### src/rtl/pipe_stage_skid_pkg.sv
// Shared widths and ID/EXE field layout for the inter-stage pipeline registers.
package pipe_pkg;

  localparam int unsigned IFID_CTRL_W   = 1;
  localparam int unsigned IFID_DATA_W   = 64;   // pc 32 + instr 32
  localparam int unsigned IDEXE_CTRL_W  = 9;    // WB 2 + MEM 2 + EXE 5
  localparam int unsigned IDEXE_DATA_W  = 117;  // imm + rs1 + rs2 + Rs/Rt/Rd + opcode
  localparam int unsigned EXEMEM_CTRL_W = 4;    // WB 2 + MEM 2
  localparam int unsigned EXEMEM_DATA_W = 69;   // alu 32 + rs2 32 + rd 5
  localparam int unsigned MEMWB_CTRL_W  = 2;    // WB 2
  localparam int unsigned MEMWB_DATA_W  = 69;   // mem 32 + alu 32 + rd 5

  // ID/EXE control bundle fields
  localparam int unsigned IDEXE_EXE_LSB = 0;
  localparam int unsigned IDEXE_EXE_W   = 5;
  localparam int unsigned IDEXE_MEM_LSB = 5;
  localparam int unsigned IDEXE_MEM_W   = 2;
  localparam int unsigned IDEXE_WB_LSB  = 7;
  localparam int unsigned IDEXE_WB_W    = 2;

  // ID/EXE data bundle fields
  localparam int unsigned IDEXE_OPCODE_LSB = 0;
  localparam int unsigned IDEXE_OPCODE_W   = 6;
  localparam int unsigned IDEXE_RD_LSB     = 6;
  localparam int unsigned IDEXE_RT_LSB     = 11;
  localparam int unsigned IDEXE_RS_LSB     = 16;
  localparam int unsigned IDEXE_REG_W      = 5;
  localparam int unsigned IDEXE_RD2_LSB    = 21;
  localparam int unsigned IDEXE_RD1_LSB    = 53;
  localparam int unsigned IDEXE_IMM_LSB    = 85;
  localparam int unsigned IDEXE_WORD_W     = 32;

endpackage

### src/rtl/pipe_stage_skid_entry.sv
// One pipeline entry: valid + ctrl + data. clear kills the beat and zeroes ctrl.
module pipe_entry
  import pipe_pkg::*;
#(
  parameter int unsigned CTRL_W = IDEXE_CTRL_W,
  parameter int unsigned DATA_W = IDEXE_DATA_W
) (
  input  logic              clk,
  input  logic              rst,
  input  logic              load,
  input  logic              clear,
  input  logic [CTRL_W-1:0] d_ctrl,
  input  logic [DATA_W-1:0] d_data,
  output logic              q_valid,
  output logic [CTRL_W-1:0] q_ctrl,
  output logic [DATA_W-1:0] q_data
);

  always_ff @(posedge clk or posedge rst) begin
    if (rst) begin
      q_valid <= 1'b0;
      q_ctrl  <= '0;
      q_data  <= '0;
    end else if (clear) begin
      q_valid <= 1'b0;
      q_ctrl  <= '0;
    end else if (load) begin
      q_valid <= 1'b1;
      q_ctrl  <= d_ctrl;
      q_data  <= d_data;
    end
  end

endmodule

### src/rtl/pipe_stage_skid.sv
// Inter-stage register with valid/ready handshake, optional skid entry,
// flush bubble insertion and a saturating back-pressure counter.
module pipe_stage_skid
  import pipe_pkg::*;
#(
  parameter int unsigned CTRL_W  = IDEXE_CTRL_W,
  parameter int unsigned DATA_W  = IDEXE_DATA_W,
  parameter bit          SKID_EN = 1'b1,
  parameter int unsigned CNT_W   = 16
) (
  input  logic              clk,
  input  logic              rst,
  input  logic              in_valid,
  output logic              in_ready,
  input  logic [CTRL_W-1:0] in_ctrl,
  input  logic [DATA_W-1:0] in_data,
  output logic              out_valid,
  input  logic              out_ready,
  output logic [CTRL_W-1:0] out_ctrl,
  output logic [DATA_W-1:0] out_data,
  input  logic              flush,
  input  logic              stat_clr,
  output logic [CNT_W-1:0]  stall_cnt
);

  logic              main_valid;
  logic              skid_valid;
  logic [CTRL_W-1:0] skid_ctrl;
  logic [DATA_W-1:0] skid_data;
  logic              in_fire;
  logic              main_free;
  logic              main_load;
  logic              main_clear;
  logic              skid_load;
  logic              skid_clear;
  logic [CTRL_W-1:0] main_d_ctrl;
  logic [DATA_W-1:0] main_d_data;

  assign out_valid = main_valid;
  assign in_fire   = in_valid & in_ready;
  assign main_free = ~main_valid | out_ready;

  // Flush dominates; otherwise a free main slot takes the skid beat first,
  // then the incoming beat, else empties. A stalled main parks input in skid.
  always_comb begin
    main_load   = 1'b0;
    main_clear  = 1'b0;
    skid_load   = 1'b0;
    skid_clear  = 1'b0;
    main_d_ctrl = skid_valid ? skid_ctrl : in_ctrl;
    main_d_data = skid_valid ? skid_data : in_data;
    if (flush) begin
      main_clear = 1'b1;
      skid_clear = 1'b1;
    end else if (main_free) begin
      if (skid_valid) begin
        main_load  = 1'b1;
        skid_clear = 1'b1;
      end else if (in_fire) begin
        main_load  = 1'b1;
      end else begin
        main_clear = 1'b1;
      end
    end else if (in_fire) begin
      skid_load = 1'b1;
    end
  end

  pipe_entry #(.CTRL_W(CTRL_W), .DATA_W(DATA_W)) u_main (
    .clk     (clk),
    .rst     (rst),
    .load    (main_load),
    .clear   (main_clear),
    .d_ctrl  (main_d_ctrl),
    .d_data  (main_d_data),
    .q_valid (main_valid),
    .q_ctrl  (out_ctrl),
    .q_data  (out_data)
  );

  if (SKID_EN) begin : g_skid
    pipe_entry #(.CTRL_W(CTRL_W), .DATA_W(DATA_W)) u_skid (
      .clk     (clk),
      .rst     (rst),
      .load    (skid_load),
      .clear   (skid_clear),
      .d_ctrl  (in_ctrl),
      .d_data  (in_data),
      .q_valid (skid_valid),
      .q_ctrl  (skid_ctrl),
      .q_data  (skid_data)
    );
    assign in_ready = ~skid_valid;
  end else begin : g_noskid
    assign skid_valid = 1'b0;
    assign skid_ctrl  = '0;
    assign skid_data  = '0;
    assign in_ready   = ~main_valid | out_ready;
  end

  // Saturating count of cycles spent stalled by downstream.
  always_ff @(posedge clk or posedge rst) begin
    if (rst) begin
      stall_cnt <= '0;
    end else if (stat_clr) begin
      stall_cnt <= '0;
    end else if (main_valid && !out_ready && (stall_cnt != '1)) begin
      stall_cnt <= stall_cnt + CNT_W'(1);
    end
  end

endmodule
### config.mk
export PLATFORM = sky130hd
export DESIGN_NAME = pipe_stage_skid
export DESIGN_NICKNAME = d
export VERILOG_FILES = /design/src/rtl/pipe_stage_skid_pkg.sv /design/src/rtl/pipe_stage_skid_entry.sv /design/src/rtl/pipe_stage_skid.sv
export SDC_FILE = /design/constraint.sdc
export NUM_CORES = 1
export LEC_CHECK = 0
export ABC_AREA = 1
export CORE_ASPECT_RATIO = 0.7
export CORE_MARGIN = 2
export CORE_UTILIZATION = 45
export CTS_BUF_LIST = sky130_fd_sc_hd__clkbuf_16
export DETAILED_ROUTE_END_ITERATION = 10
export PLACE_DENSITY = 0.8
export SYNTH_ARGS = -nofsm -noshare
export SYNTH_HDL_FRONTEND = slang
export SYNTH_SLANG_ARGS = --single-unit
### constraint.sdc
create_clock -name clk -period 9.3 [get_ports clk]
set_input_delay 1.86 -clock clk [delete_from_list [all_inputs] [get_ports clk]]
set_output_delay 1.86 -clock clk [all_outputs]
set_load 0.01 [all_outputs]
==> results.env <==
GRT_PASS1_WL_UM=48300
CLK_ROOT_BUFFER_CELL='clkbuf_16'
GRT-OVFL-TOTAL=0
PORT_BUFFER_CELLS=275
PRECTSSETUPSLACK_NS=4.69
MAXCAPVIOLCOUNT=0
POWER.SHARE.COMBINATIONAL_PCT=19.2
FP.DIEW_UM=196
POWER.INTERNAL_mW=2.22
CLOCK_POWER_SHARE_PCT=31.5
WL_PER_CELL_UM=14.9
FIRST_PASS_ITERS=5
DETAILEDROUTE.FIRSTITERATIONVIOLATIONS=727
REPORT.FINAL.SETUP_VIOL=0
LAYOUT_COMMONEST_CELL='nand2_1'
REPORT.FINAL.SLEW_VIOL_COUNT=0
SYNTHCELLS=1384
DIEAREA_MM2=0.0272
SW_FRAC_OF_TOTAL_PCT=27.4
DRC_ERRORS=0
CRITICAL_PATH_REQUIRED_NS=9.67
GRT_START_MAX_NET_PINS=148
SYNTH.CELL_AREA_MM2=0.0116
INITIAL_UTILIZATION_PCT=45.5
FINAL_CRITICAL_PATH_SETUP_SLACK_NS=5.16
CP.ARRIVAL_NS=4.50
CHIPHEIGHT_UM=139
POST_CTS_RESIZE_COUNT=0
RUN_STATUS='completed'
ROUTABILITYCONGESTION=0.901
AREA_GROWTH_PCT=31.2
ROUTE.DETAILED.VIAS_PER_INST=5.11
FIN_SKEW_NS=0.0145
CTSLONGESTPATHBUFFERS=3
POWER_SWITCHING_mW=0.838
CTS_BUFFERS=27
DETAILED_PLACE_HPWL_UM=19000
FMAX_MHz=242
TOTALWIRELENGTH_UM=29100
P_LEAK_nW=7.50
VIAS=10004
COREAREA_MM2=0.0256
POST_DP_CELL_AREA_MM2=0.0145
SETUP_TOTAL_NEGATIVE_SLACK_NS=0
SYNTH_CELL_TYPE_COUNT=22
WORST-SLEW-PIN-TRANSITION_NS=0.923
GRT_USE_TOTAL_PCT=21.4
HOLD_PATH_CLASS='flip-flop to flip-flop'
GRT_ANTENNA_BEFORE_REPAIR=2
LAYOUT.FILLER_CELLS=2153
SYN_NETS=1517
LAYOUT-DRIVE-GT1-SHARE_PCT=3.38
TIMING.CRITICAL_PATH.TO_TYPE='flip-flop'
INSERTION_DELAY_NS=0.52
FIN_AREA_MM2=0.0153
ANTENNA_VIOLATING_NETS_POST_ROUTE=0
CTS_TREE='done'
BOUNDARYPINS=276
IR_DROP_uV=137
SETUP.WORST_PATH.CLASS='primary input to flip-flop'
SYN_AVG_CELL_AREA_UM2=8.41
DESIGN.FINAL.NETS=1742
LAYOUT.CELLS.MOST_COMMON_LIST='nand2_1, o21ai_0, clkdlybuf4s50_1, dfrtp_1, inv_1'
PERIOD_NEEDED_NS=4.14
FINAL-HOLD-VIOLATION-COUNT=0
CLOCK_TRANSITION_TIME_AT_THE_FLIP_FLOP_CLOCK_PINS_OF_THE_WORST_SETUP_AND_HOLD_PATHS_NS=0.06
GRT_SETUP_UNREPAIRED='false'
YOSYS_WARNINGS=0
TRITONCTS_SINKS=270
POSTSYNTHREGISTERBITS=270
CTS.REPAIR_TIMING.SETUP_BUFFER_COUNT=0
SEQ_AREA_FRAC_SYNTH_PCT=58.0
CRITPATHMAXFANOUT=94
SEQPWRFRAC_PCT=49.3
CELLPOWERDENSITY_mW_PER_MM2=200
START_KIND='primary input'
PLACEMENTROWS=49
SLEW_HEADROOM_PCT=38.4
CTS_HOLD_BUF=0
GRT_PASS1_VIAS=9448
FINALCRITPERIODSHARE_PCT=44.5
HTREE_NUM_LEVELS=1
logic make-up (layout without fill, tap and decap cells):
family	count (synthesis)	after routing	synth area share (%)
buffers and inverters	230	473	8.05
adder cells (fa/ha/maj)	1	1	0.107
AND/OR/NAND/NOR	492	492	16.9
flip-flops	270	270	58.0
AO/OA/AOI/OAI	387	387	16.6
XOR/XNOR	4	4	0.301
other	0	1	0
critical path, cell delays in order:
cell and delay (ns):
clkdlybuf4s50_1 0.41, nor2_2 0.18, inv_2 0.13, nor2_4 0.27
nand3_4 0.65, buf_4 0.62, nand2_1 0.15, o21ai_0 0.10
power groups by stage:
stage | Sequential, mW | Combinational (mW) | Clock, mW
floorplan | 1.54 | 0.240 | 0
global placement | 1.52 | 0.570 | 0
detailed placement | 1.52 | 0.591 | 0
CTS | 1.51 | 0.594 | 0.988
global route | 1.53 | 0.660 | 1.03
finish | 1.51 | 0.586 | 0.961
per-stage QoR:
step,hold WS (ns),util [%],total power [mW],std cells
final,0.480,59.7,3.05,1959
after detailed placement,0.468,56.8,2.11,1911
after floorplan,0.448,-,1.78,1384
after global routing,0.506,59.7,3.22,1958
after global placement,0.460,56.8,2.09,1911
after CTS,0.483,59.7,3.09,1958
layer usage:
metal	global-route usage (%)	wire length [um]	vias to the layer above
met2	31.0	12500	390
met5	0	29	-
li1	-	-	4865
met4	4.90	604	4
met1	31.6	13300	4697
met3	6.57	2740	48
Yosys cell counts:
cell type | n | area [um^2]
nor2_4 | 5 | 56.3
nor2_1 | 18 | 67.6
buf_2 | 50 | 250
clkbuf_1 | 32 | 120
buf_1 | 1 | 3.75
a21oi_1 | 3 | 15.0
nand2_1 | 425 | 1600
buf_4 | 1 | 7.51
nor3_1 | 1 | 5.00
dfrtp_1 | 270 | 6760
buf_6 | 1 | 11.3
o21ai_1 | 57 | 285
inv_2 | 1 | 3.75
xor2_1 | 4 | 35.0
nand4_1 | 11 | 68.8
nand2_2 | 4 | 25.0
nand3_1 | 24 | 120
ha_1 | 1 | 12.5
o21ai_0 | 327 | 1640
inv_1 | 144 | 541
nor2_2 | 3 | 18.8
nand3_2 | 1 | 10.0
cell type report:
type	count	area, um^2	share of cell area [%]
repair buffers	281	2810	18.4
diodes	1	2.50	0.0164
multi-input cells	884	3970	26.0
inverters	145	557	3.65
clock buffers	27	676	4.42
well taps	331	414	2.71
clock inverters	20	85.1	0.557
flip-flops and latches	270	6760	44.2
registers in the layout (all words and copies together) (netlist names):
register	count
stall_cnt	16
u_main.q_valid	1
u_main.q_ctrl	9
g_skid.u_skid.q_valid	1
g_skid.u_skid.q_data	117
u_main.q_data	117
g_skid.u_skid.q_ctrl	9
path summary, 6_finish.rpt:
kind	start	to	slack, ns	cells after the start
setup / recovery	out_ready	g_skid.u_skid.q_data[92]$_DFFE_PP0P_	5.16	8
setup reg to reg	u_main.q_valid$_DFFE_PP0P_	g_skid.u_skid.q_data[92]$_DFFE_PP0P_	6.54	8
hold / removal	g_skid.u_skid.q_data[108]$_DFFE_PP0P_	g_skid.u_skid.q_data[108]$_DFFE_PP0P_	0.48	2
max in group asynchronous	rst	u_main.q_data[70]$_DFFE_PP0P_	6.10	3
min in group asynchronous	rst	u_main.q_data[52]$_DFFE_PP0P_	1.91	2
hold reg to reg	g_skid.u_skid.q_data[108]$_DFFE_PP0P_	g_skid.u_skid.q_data[108]$_DFFE_PP0P_	0.48	2
Power figures use the tool's default switching activity.
